File: src/rtl/dco_ctrl_pkg.sv
// Shared types and helpers for the DCO frequency-locking trim controller.
package dco_ctrl_pkg;

    localparam int unsigned TRIM_N_DEF = 26;
    localparam int unsigned CODE_W     = 5;

    typedef enum logic [1:0] {
        IDLE   = 2'd0,
        PRIME  = 2'd1,
        TRACK  = 2'd2,
        LOCKED = 2'd3
    } state_t;

    // Thermometer expansion: bit i is set when i < code.
    function automatic logic [TRIM_N_DEF-1:0] therm(input logic [CODE_W-1:0] code);
        logic [TRIM_N_DEF-1:0] v;
        v = '0;
        for (int i = 0; i < int'(TRIM_N_DEF); i++) begin
            v[i] = (i < int'(code));
        end
        return v;
    endfunction

endpackage

File: src/rtl/dco_trim_controller_if.sv
// Control/trim bundle between the DCO trim controller and its environment.
interface dco_trim_if #(
    parameter int unsigned CNT_W  = 8,
    parameter int unsigned TRIM_N = dco_ctrl_pkg::TRIM_N_DEF
);

    logic                            enable;
    logic                            ref_clk;
    logic [CNT_W-1:0]                div;
    logic [TRIM_N-1:0]               trim;
    logic [dco_ctrl_pkg::CODE_W-1:0] trim_code;
    logic                            locked;

    modport master (
        output enable, ref_clk, div,
        input  trim, trim_code, locked
    );

    modport slave (
        input  enable, ref_clk, div,
        output trim, trim_code, locked
    );

endinterface

File: src/rtl/ref_edge_sync.sv
// Brings the asynchronous reference into the DCO domain and emits a
// one-cycle registered pulse on each synchronized rising edge.
module ref_edge_sync (
    input  logic clock,
    input  logic resetb,
    input  logic ref_clk,
    output logic ref_rise
);

    logic meta_q;
    logic sync_q;
    logic prev_q;

    always_ff @(posedge clock or negedge resetb) begin
        if (!resetb) begin
            meta_q   <= 1'b0;
            sync_q   <= 1'b0;
            prev_q   <= 1'b0;
            ref_rise <= 1'b0;
        end else begin
            meta_q   <= ref_clk;
            sync_q   <= meta_q;
            prev_q   <= sync_q;
            ref_rise <= sync_q & ~prev_q;
        end
    end

endmodule

File: src/rtl/dco_trim_controller.sv
// Frequency-locking loop: counts DCO cycles per reference period and steps a
// thermometer trim word until the count matches the programmed divide ratio.
module dco_trim_controller
    import dco_ctrl_pkg::*;
#(
    parameter int unsigned CNT_W     = 8,
    parameter int unsigned TRIM_N    = TRIM_N_DEF,
    parameter int unsigned INIT_CODE = 13,
    parameter int unsigned LOCK_TOL  = 1,
    parameter int unsigned LOCK_CNT  = 4
) (
    input logic       clock,
    input logic       resetb,
    dco_trim_if.slave bus
);

    localparam int unsigned CMP_W = CNT_W + 1;
    localparam int unsigned LCK_W = $clog2(LOCK_CNT + 1);

    localparam logic [CNT_W-1:0]  CNT_MAX   = '1;
    localparam logic [CODE_W-1:0] CODE_MAX  = CODE_W'(TRIM_N);
    localparam logic [CODE_W-1:0] CODE_INIT = CODE_W'(INIT_CODE);
    localparam logic [CMP_W-1:0]  TOL       = CMP_W'(LOCK_TOL);
    localparam logic [LCK_W-1:0]  LCK_FULL  = LCK_W'(LOCK_CNT);
    localparam logic [LCK_W-1:0]  LCK_LAST  = LCK_W'(LOCK_CNT - 1);

    state_t            state;
    logic [CNT_W-1:0]  cnt;
    logic [CODE_W-1:0] code;
    logic [TRIM_N-1:0] trim_q;
    logic [LCK_W-1:0]  lock_cnt;
    logic              locked_q;
    logic              ref_rise;

    logic [CNT_W-1:0]  cnt_inc_c;
    logic [CMP_W-1:0]  meas_c;
    logic [CMP_W-1:0]  div_c;
    logic [CMP_W-1:0]  div_hi_c;
    logic [CMP_W-1:0]  div_lo_c;
    logic              too_fast_c;
    logic              too_slow_c;
    logic [CODE_W-1:0] code_up_c;
    logic [CODE_W-1:0] code_dn_c;

    ref_edge_sync u_ref_sync (
        .clock    (clock),
        .resetb   (resetb),
        .ref_clk  (bus.ref_clk),
        .ref_rise (ref_rise)
    );

    // Window classification; the counter value at ref_rise is the measurement.
    always_comb begin
        cnt_inc_c  = (cnt == CNT_MAX) ? cnt : cnt + CNT_W'(1);
        meas_c     = {1'b0, cnt};
        div_c      = {1'b0, bus.div};
        div_hi_c   = div_c + TOL;
        div_lo_c   = (div_c > TOL) ? div_c - TOL : '0;
        too_fast_c = (cnt == CNT_MAX) || (meas_c > div_hi_c);
        too_slow_c = !too_fast_c && (meas_c < div_lo_c);
        code_up_c  = (code == CODE_MAX) ? code : code + CODE_W'(1);
        code_dn_c  = (code == '0) ? code : code - CODE_W'(1);
    end

    always_ff @(posedge clock or negedge resetb) begin
        if (!resetb) begin
            state    <= IDLE;
            cnt      <= '0;
            code     <= CODE_INIT;
            trim_q   <= TRIM_N'(therm(CODE_INIT));
            lock_cnt <= '0;
            locked_q <= 1'b0;
        end else if (!bus.enable) begin
            // Freeze trim; drop lock and restart through PRIME on re-enable.
            state    <= IDLE;
            cnt      <= '0;
            lock_cnt <= '0;
            locked_q <= 1'b0;
        end else begin
            case (state)
                IDLE: begin
                    cnt   <= '0;
                    state <= PRIME;
                end
                PRIME: begin
                    // First window is partial and is discarded.
                    if (ref_rise) begin
                        cnt   <= CNT_W'(1);
                        state <= TRACK;
                    end else begin
                        cnt <= cnt_inc_c;
                    end
                end
                TRACK, LOCKED: begin
                    if (ref_rise) begin
                        cnt <= CNT_W'(1);
                        if (too_fast_c) begin
                            code     <= code_up_c;
                            trim_q   <= TRIM_N'(therm(code_up_c));
                            lock_cnt <= '0;
                            locked_q <= 1'b0;
                            state    <= TRACK;
                        end else if (too_slow_c) begin
                            code     <= code_dn_c;
                            trim_q   <= TRIM_N'(therm(code_dn_c));
                            lock_cnt <= '0;
                            locked_q <= 1'b0;
                            state    <= TRACK;
                        end else if (lock_cnt >= LCK_LAST) begin
                            lock_cnt <= LCK_FULL;
                            locked_q <= 1'b1;
                            state    <= LOCKED;
                        end else begin
                            lock_cnt <= lock_cnt + LCK_W'(1);
                        end
                    end else begin
                        cnt <= cnt_inc_c;
                    end
                end
                default: begin
                    state <= IDLE;
                end
            endcase
        end
    end

    assign bus.trim      = trim_q;
    assign bus.trim_code = code;
    assign bus.locked    = locked_q;

endmodule

File: src/flat_wrapper.sv
// flat-port wrapper written by rule: the top's interface ports become plain ports
module dco_trim_controller_flat import dco_ctrl_pkg::*;
#(
    parameter int unsigned CNT_W     = 8,
    parameter int unsigned TRIM_N    = TRIM_N_DEF,
    parameter int unsigned INIT_CODE = 13,
    parameter int unsigned LOCK_TOL  = 1,
    parameter int unsigned LOCK_CNT  = 4
)
  (clock, resetb, bus_enable, bus_ref_clk, bus_div, bus_trim, bus_trim_code, bus_locked);
  dco_trim_if #(.CNT_W(CNT_W), .TRIM_N(TRIM_N)) bus_i ();
  input logic clock;
  input logic resetb;
  input wire logic [$bits(bus_i.enable)-1:0] bus_enable;
  input wire logic [$bits(bus_i.ref_clk)-1:0] bus_ref_clk;
  input wire logic [$bits(bus_i.div)-1:0] bus_div;
  output wire logic [$bits(bus_i.trim)-1:0] bus_trim;
  output wire logic [$bits(bus_i.trim_code)-1:0] bus_trim_code;
  output wire logic [$bits(bus_i.locked)-1:0] bus_locked;
  assign bus_i.enable = bus_enable;
  assign bus_i.ref_clk = bus_ref_clk;
  assign bus_i.div = bus_div;
  assign bus_trim = bus_i.trim;
  assign bus_trim_code = bus_i.trim_code;
  assign bus_locked = bus_i.locked;
  dco_trim_controller #(.CNT_W(CNT_W), .TRIM_N(TRIM_N), .INIT_CODE(INIT_CODE), .LOCK_TOL(LOCK_TOL), .LOCK_CNT(LOCK_CNT)) u_core (.clock(clock), .resetb(resetb), .bus(bus_i));
endmodule
File: config.mk
export PLATFORM = sky130hd
export DESIGN_NAME = dco_trim_controller_flat
export DESIGN_NICKNAME = d
export VERILOG_FILES = /design/src/rtl/dco_ctrl_pkg.sv /design/src/rtl/dco_trim_controller_if.sv /design/src/rtl/ref_edge_sync.sv /design/src/rtl/dco_trim_controller.sv /design/src/flat_wrapper.sv
export SDC_FILE = /design/constraint.sdc
export NUM_CORES = 1
export LEC_CHECK = 0
export BUFFER_PORTS_ARGS = -buffer_cell sky130_fd_sc_hd__clkbuf_2
export CAP_MARGIN = 5
export CORE_ASPECT_RATIO = 0.9
export CORE_MARGIN = 8
export CORE_UTILIZATION = 35
export DETAILED_ROUTE_END_ITERATION = 16
export PLACE_DENSITY = 0.52
export SKIP_CTS_REPAIR_TIMING = 1
export SYNTH_ARGS = -nofsm -noshare
export SYNTH_HDL_FRONTEND = slang
export SYNTH_SLANG_ARGS = --single-unit
File: constraint.sdc
create_clock -name clock -period 3.2 [get_ports clock]
set_clock_uncertainty 0.05 [all_clocks]
set_input_delay 0.32 -clock clock [delete_from_list [all_inputs] [get_ports clock]]
set_output_delay 0.32 -clock clock [all_outputs]
set_load 0.02 [all_outputs]
## Word level (Yosys, flattened, before mapping)

Cells that the tools add are included.
Widths: inputs -> output; s select.

- Register bits: 49
- Latch bits: 0
- Memory bits (writable): 0
- Memory bits (read-only): 0
- Input bits: 12
- Output and inout bits: 32
- Logic and storage cells: 128
- Memories: 0

- Add/subtract/negate cells: 6
- Multiply operators: 0
- Div/mod/pow operators: 0
- Magnitude comparators: 56
- Equality and inequality tests: 12
- Shift-type cells: 0
- Multiplexer cells: 30
- Bitwise operators: 2
- Reduce and logical (&&, ||, !) cells: 12

Operators with widths:

| cell | count |
|---|---|
| $lt 5x5->1 const A | 20 |
| $lt 4x5->1 const A | 16 |
| $mux 26 | 2 |
| $lt 3x5->1 const A | 8 |
| $mux 8 | 3 |
| $lt 1x5->1 const A | 4 |
| $lt 2x5->1 const A | 4 |
| $mux 5 | 4 |
| $mux 3 | 6 |
| $pmux 8 s2 | 1 |
| $mux 2 | 6 |
| $add 8x1->9 const B | 1 |
| $gt 8x9->1 | 1 |
| $lt 8x9->1 | 1 |
| $mux 9 | 1 |
| $sub 8x1->9 const B | 1 |
| $add 8x1->8 const B | 1 |
| $eq 8x8->1 const B | 1 |
| $gt 8x1->1 const B | 1 |
| $mux 1 | 6 |
| $ne 3x3->1 const B | 2 |
| $pmux 2 s3 | 1 |
| $reduce_and 3->1 | 2 |
| $add 5x1->5 const B | 1 |
| 22 further kinds | 24 |

## Longest topological paths before layout

- Depth after elaboration: 10
- Gate-level depth with buffers: 16
- Gate-level depth less buffers: 14

## Modules after synthesis

A second synthesis with hierarchy kept.

- Cell total of the unflattened synthesis: 385
- Area, all modules: 3423.3 sq um

By module, submodules not included:

| module | times used | cells each | area each (sq um) | sequential area each (sq um) |
|---|---|---|---|---|
| dco_trim_controller | 1 | 380 | 3309.4 | 1121.1 |
| ref_edge_sync | 1 | 5 | 113.9 | 100.1 |

## Worst setup path after synthesis

No wires, ideal clock.

- Path type: input -> register
- Start: input bus_div[2]
- End: register u_core.trim_q[20] (netlist: u_core.bus.trim[20])
- Setup time: 0.126 ns
- Arrival: 3.185 ns
- Required time: 3.024 ns
- Path slack: -0.161 ns
- Stages: 14
- Path buffers: 2
- Cell sequence: buf_2 > or2_2 > nor2_1 > nand2_1 > xnor2_1 > nand2_1 > ha_1 > a21o_1 > a211o_1 > a211oi_1 > nor2_1 > a21o_1 > buf_6 > a221o_1

- Longest elaborated chain between the ends: 7
- Elaborated cells on any way between the ends: 12
- Classes of those cells: add/sub: 2; order compare: 3; mux: 2; reduce/logical: 5

Ends and longest elaborated chain:

| what | line | source |
|---|---|---|
| start: declaration | flat_wrapper.sv:16 | `input wire logic [$bits(bus_i.div)-1:0] bus_div;` |
| $add 8x1->9 | dco_trim_controller.sv:57 | `div_hi_c = div_c + TOL;` |
| $gt 8x9->1 | dco_trim_controller.sv:59 | `too_fast_c = (cnt == CNT_MAX) \|\| (meas_c > div_hi_c);` |
| $logic_or 1x1->1 | dco_trim_controller.sv:59 |  |
| $logic_not 1->1 | dco_trim_controller.sv:60 | `too_slow_c = !too_fast_c && (meas_c < div_lo_c);` |
| $logic_and 1x1->1 | dco_trim_controller.sv:60 |  |
| $reduce_bool 2->1 (no source line) | n/a |  |
| $reduce_and 4->1 (no source line) | n/a |  |
| end signal: assignment | dco_trim_controller.sv:70 | `trim_q <= TRIM_N'(therm(CODE_INIT));` |
| end signal: assignment | dco_trim_controller.sv:99 | `trim_q <= TRIM_N'(therm(code_up_c));` |
| end signal: assignment | dco_trim_controller.sv:105 | `trim_q <= TRIM_N'(therm(code_dn_c));` |
| end: declaration | dco_trim_controller.sv:30 | `logic [TRIM_N-1:0] trim_q;` |

Parallel ways exist; a longest one is shown, timed or not.
A chain may end at the register's enable or synchronous reset.

## Worst setup path after layout

- Start: input bus_div[0]
- End: register u_core.trim_q[22] (netlist: u_core.bus.trim[22])

The elaborated chain is that of the path after synthesis.

==> metrics.yaml <==
timing:
  rsz0062_at_grt: "false"
  fmax_ghz: 0.3364
  max_slew.worst_pin.slew_ps: 796.6
  setup_tns_ps: 0
  setup_ws_ps: 227.4
  timing.final.crit_share_pct: 92.90
  setup_viol: 0
  final_hold_viol_count: 0
  drv_slew: 0
  fin_crit_ps: 2973
  relSlewSlack_pct: 46.33
setup_path:
  required_ps: 3320
  r2r_start: "u_core.bus.trim_code[1]"
  worstRegToRegCells: 9
  crit_fanout: 11
  timing.rr.end: "u_core.bus.trim[14]"
  crit_end: "u_core.bus.trim[22]"
  crit_slowest_cell: "a221o_1"
  worstSetupEndpointType: "register"
  start_kind: "primary input"
  critPathKind: "in -> reg"
  rrSetupSlack_ps: 420
  worstPathCellList: "clkbuf_2, inv_1, ha_1, inv_1, nor2_1, nand2_1, xnor2_1, nand2_1, ha_1, a21o_1, a211o_1, a211oi_4, nor2_1, a21o_1, buf_4, a221o_1"
  arrival_ps: 3090
  crit_path_max_incr_delay_ps: 350
  crit_start: "bus_div[0]"
synthesis:
  synth_warnings: 0
  yosys.area.top_type_share_pct: 22.15
  synth_cell_types: 59
  synth_edf_count: 0
  yosys-top-cells-count: "nor2_1 (41), inv_1 (33), dfrtp_1 (32)"
  synth_nets: 456
  synth_top_area_cell: "dfrtp_1"
  ys.flop_type: "dfrtp_1"
  synth_seq_area_share_pct: 33.78
  syn_inst: 420
  synthTopCellsByArea: "dfrtp_1 (22%), dfstp_2 (12%), ha_1 (8.3%)"
  async_flop_share_pct: 100.0
  ys_ff_latch: 48
  synth_most_common_cell: "nor2_1"
  netlist_area_sq_um: 3615
  postSynthAreaPerCell_sq_um: 8.606
run:
  maxCapViolations: 0
placement:
  place_ws_ps: -179.4
  gp_congestion: 0.8595
  io_buffers: 43
  hpwlAfterDp_um: 7845
clock_tree:
  cts_root_buf: "clkbuf_16"
  cts_sinks: 48
  clock_latency_ps: 290
  path_clk_slew_ps: 60
  cts_max_level: 2
  cts_inserted_buffers: 5
  cts_tree: "done"
  cts_buffer_depth: 2
pwr:
  p_total_mw: 2.630
  peakVddDrop_mv: 0.3222
  powerDensity_nw_per_um2: 600.5
  leakage_nw: 2.017
global_route:
  grt_first_pass_wirelength_um: 17390
  grt-ovfl-total: 0
  grtUsageTotal_pct: 15.43
  grt_max_degree: 45
  antenna_found_initial: 0
  first_global_vias: 3487
floorplan:
  start_util_pct: 35.58
  core_area_sq_um: 10160
  placementRows: 35
  die_area_sq_um: 13840
  io_pins: 44
  die_width_um: 123.1
  fp.dieH_um: 112.4
routing:
  viasPerCell: 5.564
  drt_pass1_iterations: 4
  vias: 3444
  ant_nets: 0
  wl_um: 10280
  drt-initial-drc-count: 177
  drc: 0
  wl_per_cell_um: 16.61
finish:
  syn_to_final_growth_pct: 21.15
  diodes: 0
  fin_nets: 525
  drive_above_1_share_pct: 25.10
status:
  status: "finished clean"
hold_path:
  min_path_type: "in -> reg"
==> state kept, by name, indices dropped and copies added (netlist names) <==
register / cells
u_core.u_ref_sync.prev_q: 1
u_core.u_ref_sync.sync_q: 1
u_core.state: 2
u_core.u_ref_sync.ref_rise: 1
u_core.bus.locked: 1
u_core.lock_cnt: 3
u_core.bus.trim: 26
u_core.bus.trim_code: 4
u_core.cnt: 8
u_core.u_ref_sync.meta_q: 1
==> routing by layer <==
layer / global-route usage (%) / vias up / part of all wire (%)
met5: 0 / - / 0
met2: 23.34 / 91 / 45
met1: 21.34 / 1648 / 48
li1: - / 1689 / -
met4: 5.453 / 0 / 1.6
met3: 2.860 / 16 / 5.2
==> critical path: cells and delay by family <==
family                     cells  cell delay [ps]
and+or+nand+nor                4              480
xor gates and xnor gates       1              130
adders and majority gates      2              460
AOI/OAI and AO/OA              5             1280
buffers and inverters          4              430
==> final cells by class <==
| class | count | area, sq um |
|---|---|---|
| Fill cell | 1056 | 5781 |
| Multi-Input combinational cell | 316 | 2176 |
| Sequential cell | 48 | 1221 |
| Timing Repair Buffer | 85 | 533.0 |
| Tap cell | 129 | 161.4 |
| Clock buffer | 6 | 128.9 |
| Inverter | 33 | 123.9 |
| Clock inverter | 2 | 35.03 |
==> logic make-up (layout without fill, tap and decap cells) <==
family / Yosys count / after routing / synth area share [%]
and+or+nand+nor: 147 / 147 / 20.49
muxes: 7 / 7 / 1.973
adders and majority gates: 24 / 24 / 8.307
AOI/OAI and AO/OA: 113 / 113 / 22.60
xor gates and xnor gates: 25 / 25 / 6.057
buffers and inverters: 56 / 126 / 6.784
DFF: 48 / 48 / 33.78
==> how the worst min path moves through the flow <==
stage / from / endpoint / slack, ps / cells past startpoint
floorplan: resetb / u_core.bus.locked / -30 / 0
global placement: resetb / u_core.bus.trim_code[1] / 90 / 1
detailed placement: resetb / u_core.bus.trim_code[1] / 90 / 1
CTS: resetb / u_core.bus.trim_code[1] / -220 / 1
global route: bus_ref_clk / u_core.u_ref_sync.meta_q / 80 / 1
finish: bus_ref_clk / u_core.u_ref_sync.meta_q / 80 / 1
==> cells in the final DEF, fill, tap and decap left out, drive strengths merged, types with 9 or more instances in the layout <==
cell type  netlist  layout
xor2            13      13
nor2            41      41
dfrtp           32      32
clkbuf          14      49
a221oi          14      14
nor3            18      18
nand3           13      13
o21ai           20      20
xnor2           12      12
nand2           30      30
a21oi           19      19
dfstp           16      16
ha              24      24
buf              9      41
inv             33      33
nand4            9       9
==> report_power, final <==
group	internal (mW)	switching (mW)	total, mW
combinational	0.433	0.724	1.16
clock	0.368	0.223	0.591
sequential	0.775	0.108	0.882
total	1.58	1.05	2.63
==> through the flow <==
step	utilization [%]	instances	hold slack [ps]	instance area, sq um
final	43.10	619	83.41	4379
after global routing	43.10	619	80.34	4379
after CTS	42.78	618	-215.2	4347
after detailed placement	41.17	610	94.49	4183
after global placement	41.17	610	86.52	4183
after floorplan	-	420	-25.59	3620
Note: power is estimated with default switching activity, not from simulation.
